File: src/rtl/led_sched.sv
// Memory-mapped LED scheduler: register window, display mode FSM and LED register write strobes.
// Optional feature: define LEDSCH_ROTATE_EN to enable ROTATE mode (MODE = 2).
module led_sched #(
  parameter logic [31:0] BASE_ADDR      = 32'hFFFF_F000,
  parameter logic [31:0] DEFAULT_PERIOD = 32'd50_000_000
) (
  input  logic        ledsch_clk,
  input  logic        ledsch_rst,
  input  logic [31:0] ledsch_addr,
  input  logic        ledsch_we,
  input  logic [31:0] ledsch_wdata,
  output logic [31:0] ledsch_rdata,
  output logic        ledsch_busy,
  output logic        ledsch_led_we,
  output logic [31:0] ledsch_led_wdata
);

  // ledsch_led_we is a one-cycle valid qualifying ledsch_led_wdata; the LED
  // register has no ready and accepts every strobe in the cycle it is shown.

  typedef enum logic [1:0] {
    S_STATIC = 2'd0,
    S_ON     = 2'd1,
    S_OFF    = 2'd2
  } state_t;

  localparam logic [1:0] MODE_BLINK  = 2'd1;
`ifdef LEDSCH_ROTATE_EN
  localparam logic [1:0] MODE_ROTATE = 2'd2;
`endif

  state_t      state_q, state_d;
  logic [15:0] pattern_q, pattern_d;
  logic [1:0]  mode_q, mode_d;
  logic [31:0] period_q, period_d;
  logic [31:0] cnt_q, cnt_d;
  logic [15:0] cur_q, cur_d;
  logic        led_we_q, led_we_d;
  logic [15:0] led_data_q, led_data_d;

  logic wr_pattern, wr_mode, wr_period;
  logic running, tick;
  logic mode_periodic;

  assign wr_pattern = ledsch_we && (ledsch_addr == BASE_ADDR);
  assign wr_mode    = ledsch_we && (ledsch_addr == BASE_ADDR + 32'h4);
  assign wr_period  = ledsch_we && (ledsch_addr == BASE_ADDR + 32'h8);

  assign running = (state_q != S_STATIC) && (period_q != 32'd0);
  assign tick    = running && (cnt_q == period_q - 32'd1);

  // Modes that run the periodic sequencer; everything else displays statically.
`ifdef LEDSCH_ROTATE_EN
  assign mode_periodic = (ledsch_wdata[1:0] == MODE_BLINK) ||
                         (ledsch_wdata[1:0] == MODE_ROTATE);
`else
  assign mode_periodic = (ledsch_wdata[1:0] == MODE_BLINK);
`endif

  always_ff @(posedge ledsch_clk or posedge ledsch_rst) begin
    if (ledsch_rst) begin
      state_q    <= S_STATIC;
      pattern_q  <= 16'h0000;
      mode_q     <= 2'd0;
      period_q   <= DEFAULT_PERIOD;
      cnt_q      <= 32'd0;
      cur_q      <= 16'h0000;
      led_we_q   <= 1'b0;
      led_data_q <= 16'h0000;
    end else begin
      state_q    <= state_d;
      pattern_q  <= pattern_d;
      mode_q     <= mode_d;
      period_q   <= period_d;
      cnt_q      <= cnt_d;
      cur_q      <= cur_d;
      led_we_q   <= led_we_d;
      led_data_q <= led_data_d;
    end
  end

  always_comb begin
    state_d    = state_q;
    pattern_d  = pattern_q;
    mode_d     = mode_q;
    period_d   = period_q;
    cur_d      = cur_q;
    led_we_d   = 1'b0;
    led_data_d = led_data_q;

    if (!running || tick) begin
      cnt_d = 32'd0;
    end else begin
      cnt_d = cnt_q + 32'd1;
    end

    // A CPU write always takes priority; a coincident tick is dropped.
    if (wr_pattern) begin
      pattern_d  = ledsch_wdata[15:0];
      cur_d      = ledsch_wdata[15:0];
      cnt_d      = 32'd0;
      led_we_d   = 1'b1;
      led_data_d = ledsch_wdata[15:0];
      if (state_q == S_OFF) begin
        state_d = S_ON;
      end
    end else if (wr_mode) begin
      mode_d     = ledsch_wdata[1:0];
      cur_d      = pattern_q;
      cnt_d      = 32'd0;
      state_d    = mode_periodic ? S_ON : S_STATIC;
      led_we_d   = 1'b1;
      led_data_d = pattern_q;
    end else if (wr_period) begin
      period_d = ledsch_wdata;
      cnt_d    = 32'd0;
    end else if (tick) begin
      case (state_q)
        S_ON: begin
          if (mode_q == MODE_BLINK) begin
            state_d    = S_OFF;
            led_we_d   = 1'b1;
            led_data_d = 16'h0000;
          end
`ifdef LEDSCH_ROTATE_EN
          else if (mode_q == MODE_ROTATE) begin
            cur_d      = {cur_q[14:0], cur_q[15]};
            led_we_d   = 1'b1;
            led_data_d = {cur_q[14:0], cur_q[15]};
          end
`endif
        end
        S_OFF: begin
          state_d    = S_ON;
          led_we_d   = 1'b1;
          led_data_d = pattern_q;
        end
        default: begin
          state_d = state_q;
        end
      endcase
    end
  end

  always_comb begin
    ledsch_rdata = 32'd0;
    if (ledsch_addr == BASE_ADDR) begin
      ledsch_rdata = {16'h0000, pattern_q};
    end else if (ledsch_addr == BASE_ADDR + 32'h4) begin
      ledsch_rdata = {30'd0, mode_q};
    end else if (ledsch_addr == BASE_ADDR + 32'h8) begin
      ledsch_rdata = period_q;
    end else if (ledsch_addr == BASE_ADDR + 32'hC) begin
      ledsch_rdata = {16'h0000, cur_q};
    end
  end

  assign ledsch_busy      = running;
  assign ledsch_led_we    = led_we_q;
  assign ledsch_led_wdata = {16'h0000, led_data_q};

endmodule

File: config.mk
export PLATFORM = sky130hd
export DESIGN_NAME = led_sched
export DESIGN_NICKNAME = d
export VERILOG_FILES = /design/src/rtl/led_sched.sv
export SDC_FILE = /design/constraint.sdc
export NUM_CORES = 1
export LEC_CHECK = 0
export ABC_AREA = 1
export BUFFER_PORTS_ARGS = -buffer_cell sky130_fd_sc_hd__buf_2
export CAP_MARGIN = 10
export CORE_MARGIN = 10
export CORE_UTILIZATION = 45
export CTS_CLUSTER_DIAMETER = 30
export DETAILED_ROUTE_END_ITERATION = 8
export PLACE_DENSITY = 0.66
export SLEW_MARGIN = 20
export SYNTH_ARGS = -nofsm -noshare
export SYNTH_HDL_FRONTEND = slang
export SYNTH_SLANG_ARGS = --single-unit
File: constraint.sdc
create_clock -name ledsch_clk -period 7.3 [get_ports ledsch_clk]
set_input_delay 0.365 -clock ledsch_clk [delete_from_list [all_inputs] [get_ports ledsch_clk]]
set_output_delay 0.365 -clock ledsch_clk [all_outputs]
set_load 0.01 [all_outputs]
After elaboration in Yosys (flattened, before gate mapping)
Index checks and enable logic that the tools add are counted.
{"block": "classes", "add_sub_neg": 2, "n_eq_ne": 12, "mux": 30, "bitwise": 2, "n_reduce_logical": 17}
{"operator": "$mux 32", "n": 7}
{"operator": "$eq 32x32->1 const B", "n": 4}
{"operator": "$mux 16", "n": 8}
{"operator": "$add 32x1->32 const B", "n": 1}
{"operator": "$eq 32x32->1", "n": 1}
{"operator": "$pmux 16 s2", "n": 1}
{"operator": "$reduce_bool 32->1", "n": 1}
{"operator": "$sub 32x1->32 const B", "n": 1}
{"operator": "$mux 2", "n": 6}
{"operator": "$eq 2x1->1 const B", "n": 3}
{"operator": "$mux 1", "n": 6}
{"operator": "$reduce_bool 3->1", "n": 2}
{"operator": "$logic_and 1x1->1", "n": 5}
{"operator": "$reduce_and 5->1", "n": 1}
{"operator": "$ne 4x4->1 const B", "n": 1}
{"operator": "$pmux 2 s2", "n": 1}
{"operator": "$reduce_and 4->1", "n": 1}
{"operator": "$reduce_bool 2->1", "n": 2}
{"operator": "$reduce_bool 4->1", "n": 1}
{"operator": "$ne 3x3->1 const B", "n": 1}
{"operator": "$reduce_and 3->1", "n": 1}
{"operator": "$eq 2x2->1 const B", "n": 1}
{"operator": "$ne 2x1->1 const B", "n": 1}
{"operator": "$not 1->1", "n": 2}
{"operator": "other kinds (4)", "n": 4}
{"block": "word_totals", "regBits": 117, "input_bits": 67, "output_inout_bits": 66}

Logic depth before layout (Yosys ltp)
{"block": "depth", "word_depth": 8, "ltp_mapped": 18}

Least setup slack after synthesis
Ideal clock, no wire load.
{"block": "synth_path", "kind": "register to register", "startpoint": "register period_q[0]", "endpoint": "register led_data_q[5]", "arrival_time_ps": 2122, "t_required_ps": 7182, "setup_slack_ps": 5061, "path_stages_with_launch": 17, "period_less_slack_ps": 2239, "cell_sequence": "dfrtp_1 inv_1 ha_1 nand2_4 nor2_8 nand3_2 nand2_1 nand2_1 nor2_2 inv_2 nor2_2 nand3_1 nor2_2 nand4_4 buf_6 nand3_2 nand2_1"}
{"block": "synth_between", "elab_chain_len": 5, "word_cells_on_any_way": 7, "cone_classes": "add/sub: 1; eq/ne: 1; reduce/logical: 5"}
{"element": "start, declared", "line": "35", "rtl": "logic [31:0] period_q, period_d;"}
{"element": "start signal, assigned", "line": "74", "rtl": "period_q <= period_d;"}
{"element": "$sub 32x1->32 / $reduce_bool 32->1 (equally long branches)", "line": "50, 49"}
{"element": "$eq 32x32->1 / $logic_and 1x1->1 (equally long branches)", "line": "50, 49"}
{"element": "$logic_and 1x1->1 *", "line": "50", "rtl": "assign tick = running && (cnt_q == period_q - 32'd1);"}
{"element": "$reduce_bool 3->1 (no source line) *"}
{"element": "$reduce_and 4->1 (no source line) *"}
{"element": "end signal, assigned", "line": "78", "rtl": "led_data_q <= led_data_d;"}
{"element": "end, declared", "line": "39", "rtl": "logic [15:0] led_data_q, led_data_d;"}
Mark *: on every way between the ends. The rest lies on a longest branch, timed or not.
A chain may end at the register's enable or synchronous reset.

Final worst setup path
{"block": "layout_path", "startpoint": "input ledsch_addr[8]", "endpoint": "output ledsch_rdata[4]"}
{"block": "layout_between", "elab_chain_len": 5, "word_cells_on_any_way": 8, "cone_classes": "eq/ne: 4; mux: 4"}
{"element": "start, declared", "line": "9", "rtl": "input logic [31:0] ledsch_addr,"}
{"element": "$eq 32x32->1", "line": "153", "rtl": "end else if (ledsch_addr == BASE_ADDR + 32'hC) begin"}
{"element": "$mux 16", "line": "153"}
{"element": "$mux 32", "line": "151", "rtl": "end else if (ledsch_addr == BASE_ADDR + 32'h8) begin"}
{"element": "$mux 32", "line": "149", "rtl": "end else if (ledsch_addr == BASE_ADDR + 32'h4) begin"}
{"element": "$mux 32 *", "line": "147", "rtl": "if (ledsch_addr == BASE_ADDR) begin"}
{"element": "end, declared", "line": "12", "rtl": "output logic [31:0] ledsch_rdata,"}
Marked as above.

==> flow_metrics.env <==
export IMPL_htreeDepth=4
export IMPL_crit_path_start_kind="input port"
export IMPL_critical_path_cell_chain="buf_2 > nor3_1 > nand4_2 > nor3_4 > nand3_1 > nand2_1 > inv_1 > o21ai_0 > o22ai_1 > buf_2"
export IMPL_r2r_start="period_q[0]"
export IMPL_coreArea_um2=17400
export IMPL_max_stage_delay_ns=0.55
export IMPL_ys_ff_latch=117
export IMPL_worstSkewPairLatency_ns=0.42
export IMPL_port_buffers=116
export IMPL_drive_gt1_frac=0.188
export IMPL_gr_usage_all_layers=0.206
export IMPL_dpl_hpwl_mm=19.6
export IMPL_gp_congestion=0.939
export IMPL_cts_num_sinks=117
export IMPL_power_density_nw_per_um2=169
export IMPL_cap_viol_max_count=0
export IMPL_post_route_period_util=0.416
export IMPL_hold_viol=0
export IMPL_cpMostUsedCell="buf_2"
export IMPL_rows=48
export IMPL_path_class="input port to output port"
export IMPL_fmax_mhz=330
export IMPL_areaGrowthSynthToFinish_pct=16.7
export IMPL_critPathBufInv=3
export IMPL_drv_slew=0
export IMPL_startpoint="ledsch_addr[8]"
export IMPL_status="finished, final reports clean"
export IMPL_grt_pass1_vias=7456
export IMPL_drt_initial_drc_count=643
export IMPL_cp_end_kind="output port"
export IMPL_ioPinCount=133
export IMPL_vdd_drop_max_mv=0.141
export IMPL_synth_most_common_cell="nand2_1"
export IMPL_clock_skew_final_ns=0.00999
export IMPL_critPathArrivalTime_ns=2.67
export IMPL_clockBufferDepth=2
export IMPL_route_detailed_drc=0
export IMPL_syn_area_um2=8010
export IMPL_seqPwrFrac=0.412
export IMPL_postRouteWirelength_mm=25.1
export IMPL_die_h_um=153
export IMPL_required_ns=6.93
export IMPL_synth_top_area_cell="dfrtp_1"
export IMPL_final_core_util=0.538
export IMPL_cts_resized=0
export IMPL_die_area_um2=23500
export IMPL_finalSetupViolCount=0
export IMPL_hold_start="ledsch_wdata[31]"
export IMPL_via_count=7835
export IMPL_critPathMaxFanout=13
export IMPL_slew_headroom=0.332
export IMPL_period_needed_ns=3.03
export IMPL_comb_power_share=0.031
export IMPL_swShare=0.223
export IMPL_place_inst=1441
export IMPL_ys_top_cells_by_count="nand2_1 (297), nor2_1 (131), inv_1 (128), dfrtp_1 (105), nand3_1 (59)"
export IMPL_numCtsBuffers=17
export IMPL_start_util=0.461
export IMPL_synthDistinctLibCells=45
export IMPL_synth_area_leaders="dfrtp_1 (33%), nand2_1 (14%), nor2_1 (6.1%), inv_1 (6.0%), dfstp_2 (3.9%)"
export IMPL_drtAntennaViolNets=0
export IMPL_grt_pass1_wl_mm=39.7
export IMPL_synthFlopType="dfrtp_1"
export IMPL_internal_power_mw=1.22
export IMPL_min_path_type="input port to flop"
export IMPL_ys_async_sr_fraction=1.00
export IMPL_fin_tns_setup_ns=0
export IMPL_yosysSeqAreaShare=0.368
export IMPL_leakagePower_nw=4.72
export IMPL_cts_tree="yes"
export IMPL_switchingPower_mw=0.351
export IMPL_finalPower_mw=1.57
export IMPL_grt_ovfl_total=0
export IMPL_rsz0062_at_grt="no"
export IMPL_syn_inst=1126
export IMPL_clkTransAtPathRegs_ns=0.05
export IMPL_final_cell_count_no_fill=1474
export IMPL_antenna_found_initial=0
export IMPL_post_cts_buffers=0
export IMPL_cts_root_buf="clkbuf_16"
export IMPL_reg2reg_slack_ns=4.34
export IMPL_cp_top_family="simple AND/OR/NAND/NOR gates"
export IMPL_die_w_um=153
export IMPL_drtPass1Iterations=5
export IMPL_synth_warnings=0
export IMPL_cp_slowest_cell="nand3_1"
export IMPL_netlist_area_leader_share=0.328
export IMPL_power_frac_clock=0.556
export IMPL_syn_area_per_cell_um2=7.11
export IMPL_grt_max_degree=82
export IMPL_diodes=0
export IMPL_fin_nets=1308
export IMPL_routedWlPerCell_um=17.0
export IMPL_routed_via_density=5.32
export IMPL_synth_edf_count=0
export IMPL_worst_pin_slew_ns=0.999
path summary, 6_finish.rpt:
kind | end | cells past startpoint
worst max register to register | cnt_q[7] | 14
worst max-delay path | ledsch_rdata[4] | 10
max in group asynchronous | cnt_q[26] | 4
worst min register to register | cur_q[1] | 2
worst min-delay path | period_q[31] | 3
min in group asynchronous | cnt_q[2] | 3
through the flow:
| step | hold WS, ns | cell area, um^2 | worst slack, ns |
|---|---|---|---|
| 4_1_cts | 0.143 | 9340 | 4.33 |
| 5_1_grt | 0.157 | 9340 | 4.06 |
| 2_1_floorplan | 0.449 | 8060 | 3.85 |
| 3_3_place_gp | 0.419 | 8700 | 4.34 |
| 6_report | 0.151 | 9340 | 4.27 |
| 3_5_place_dp | 0.424 | 8700 | 4.26 |
per-layer routing:
metal,GRT usage,part of all wire,up-vias
li1,-,-,3864
met1,0.261,0.43,3667
met2,0.349,0.49,276
met3,0.0404,0.061,28
met4,0.0576,0.016,0
met5,0,0,-
area by class of cell:
cell class / instances / area [um^2]
timing repair buffer: 121 / 624
sequential: 117 / 2940
inverter: 137 / 517
tap: 225 / 282
clock inverter: 13 / 174
clock buffer: 19 / 453
fill: 1696 / 8010
multi-input combinational: 842 / 4350
kinds of logic after synthesis:
logic type                 Yosys count  synth area share
other                                1          0.000468
AOI/OAI and AO/OA                  121            0.0883
DFF                                117             0.368
adders and majority gates            5           0.00781
and+or+nand+nor                    649             0.384
buffers and inverters              182            0.0964
xor gates and xnor gates            51            0.0558
state kept, by name, indices dropped and copies added (netlist names):
signal and flops:
cnt_q 32, period_q 32, cur_q 16, pattern_q 16
state_q 2, mode_q 2, ledsch_led_we 1, led_data_q 16
worst min-delay path, delay by kind of cell:
kind                   cells  cell delay [ns]
buffers and inverters      1             0.08
AND/OR/NAND/NOR            2             0.09
cell usage in the layout (no fill, tap or decap), types with 3 or more instances in the layout:
cell type	netlist	final
nand2_1	297	297
nor2_1	131	131
inv_1	128	127
buf_2	5	116
dfrtp_1	105	105
nand3_1	59	58
o21ai_0	54	54
nand4_1	49	49
nor3_1	35	35
xor2_1	30	30
a21oi_1	25	25
xnor2_1	21	21
o22ai_1	20	20
clkbuf_16	0	17
conb_1	1	16
nor2_2	15	15
nand3_2	11	12
dfstp_2	12	12
o221ai_1	10	10
nand3b_1	8	8
nor2_4	7	7
nand2_2	7	7
nor4_1	7	7
nand2_4	6	6
inv_2	6	6
nor3_2	6	6
ha_1	5	5
clkinv_4	0	5
o21bai_1	4	4
or2_2	4	4
clkinv_1	3	3
bufinv_16	0	3
clkinvlp_4	0	3
buf_4	18	3
what timing repair did:
item	4_1_cts	5_1_grt
endpoints found under the setup margin	0	0
endpoints found under the hold margin	35	0
hold buffers	1	0
power by group through the flow:
stage / registers, mW / clock network (mW) / logic, mW
after floorplan: 0.661 / 0 / 0.0281
after global placement: 0.660 / 0 / 0.0481
after detailed placement: 0.660 / 0 / 0.0487
after CTS: 0.649 / 0.883 / 0.0492
after global routing: 0.649 / 0.918 / 0.0557
final: 0.649 / 0.876 / 0.0493
Power figures use the tool's default switching activity.
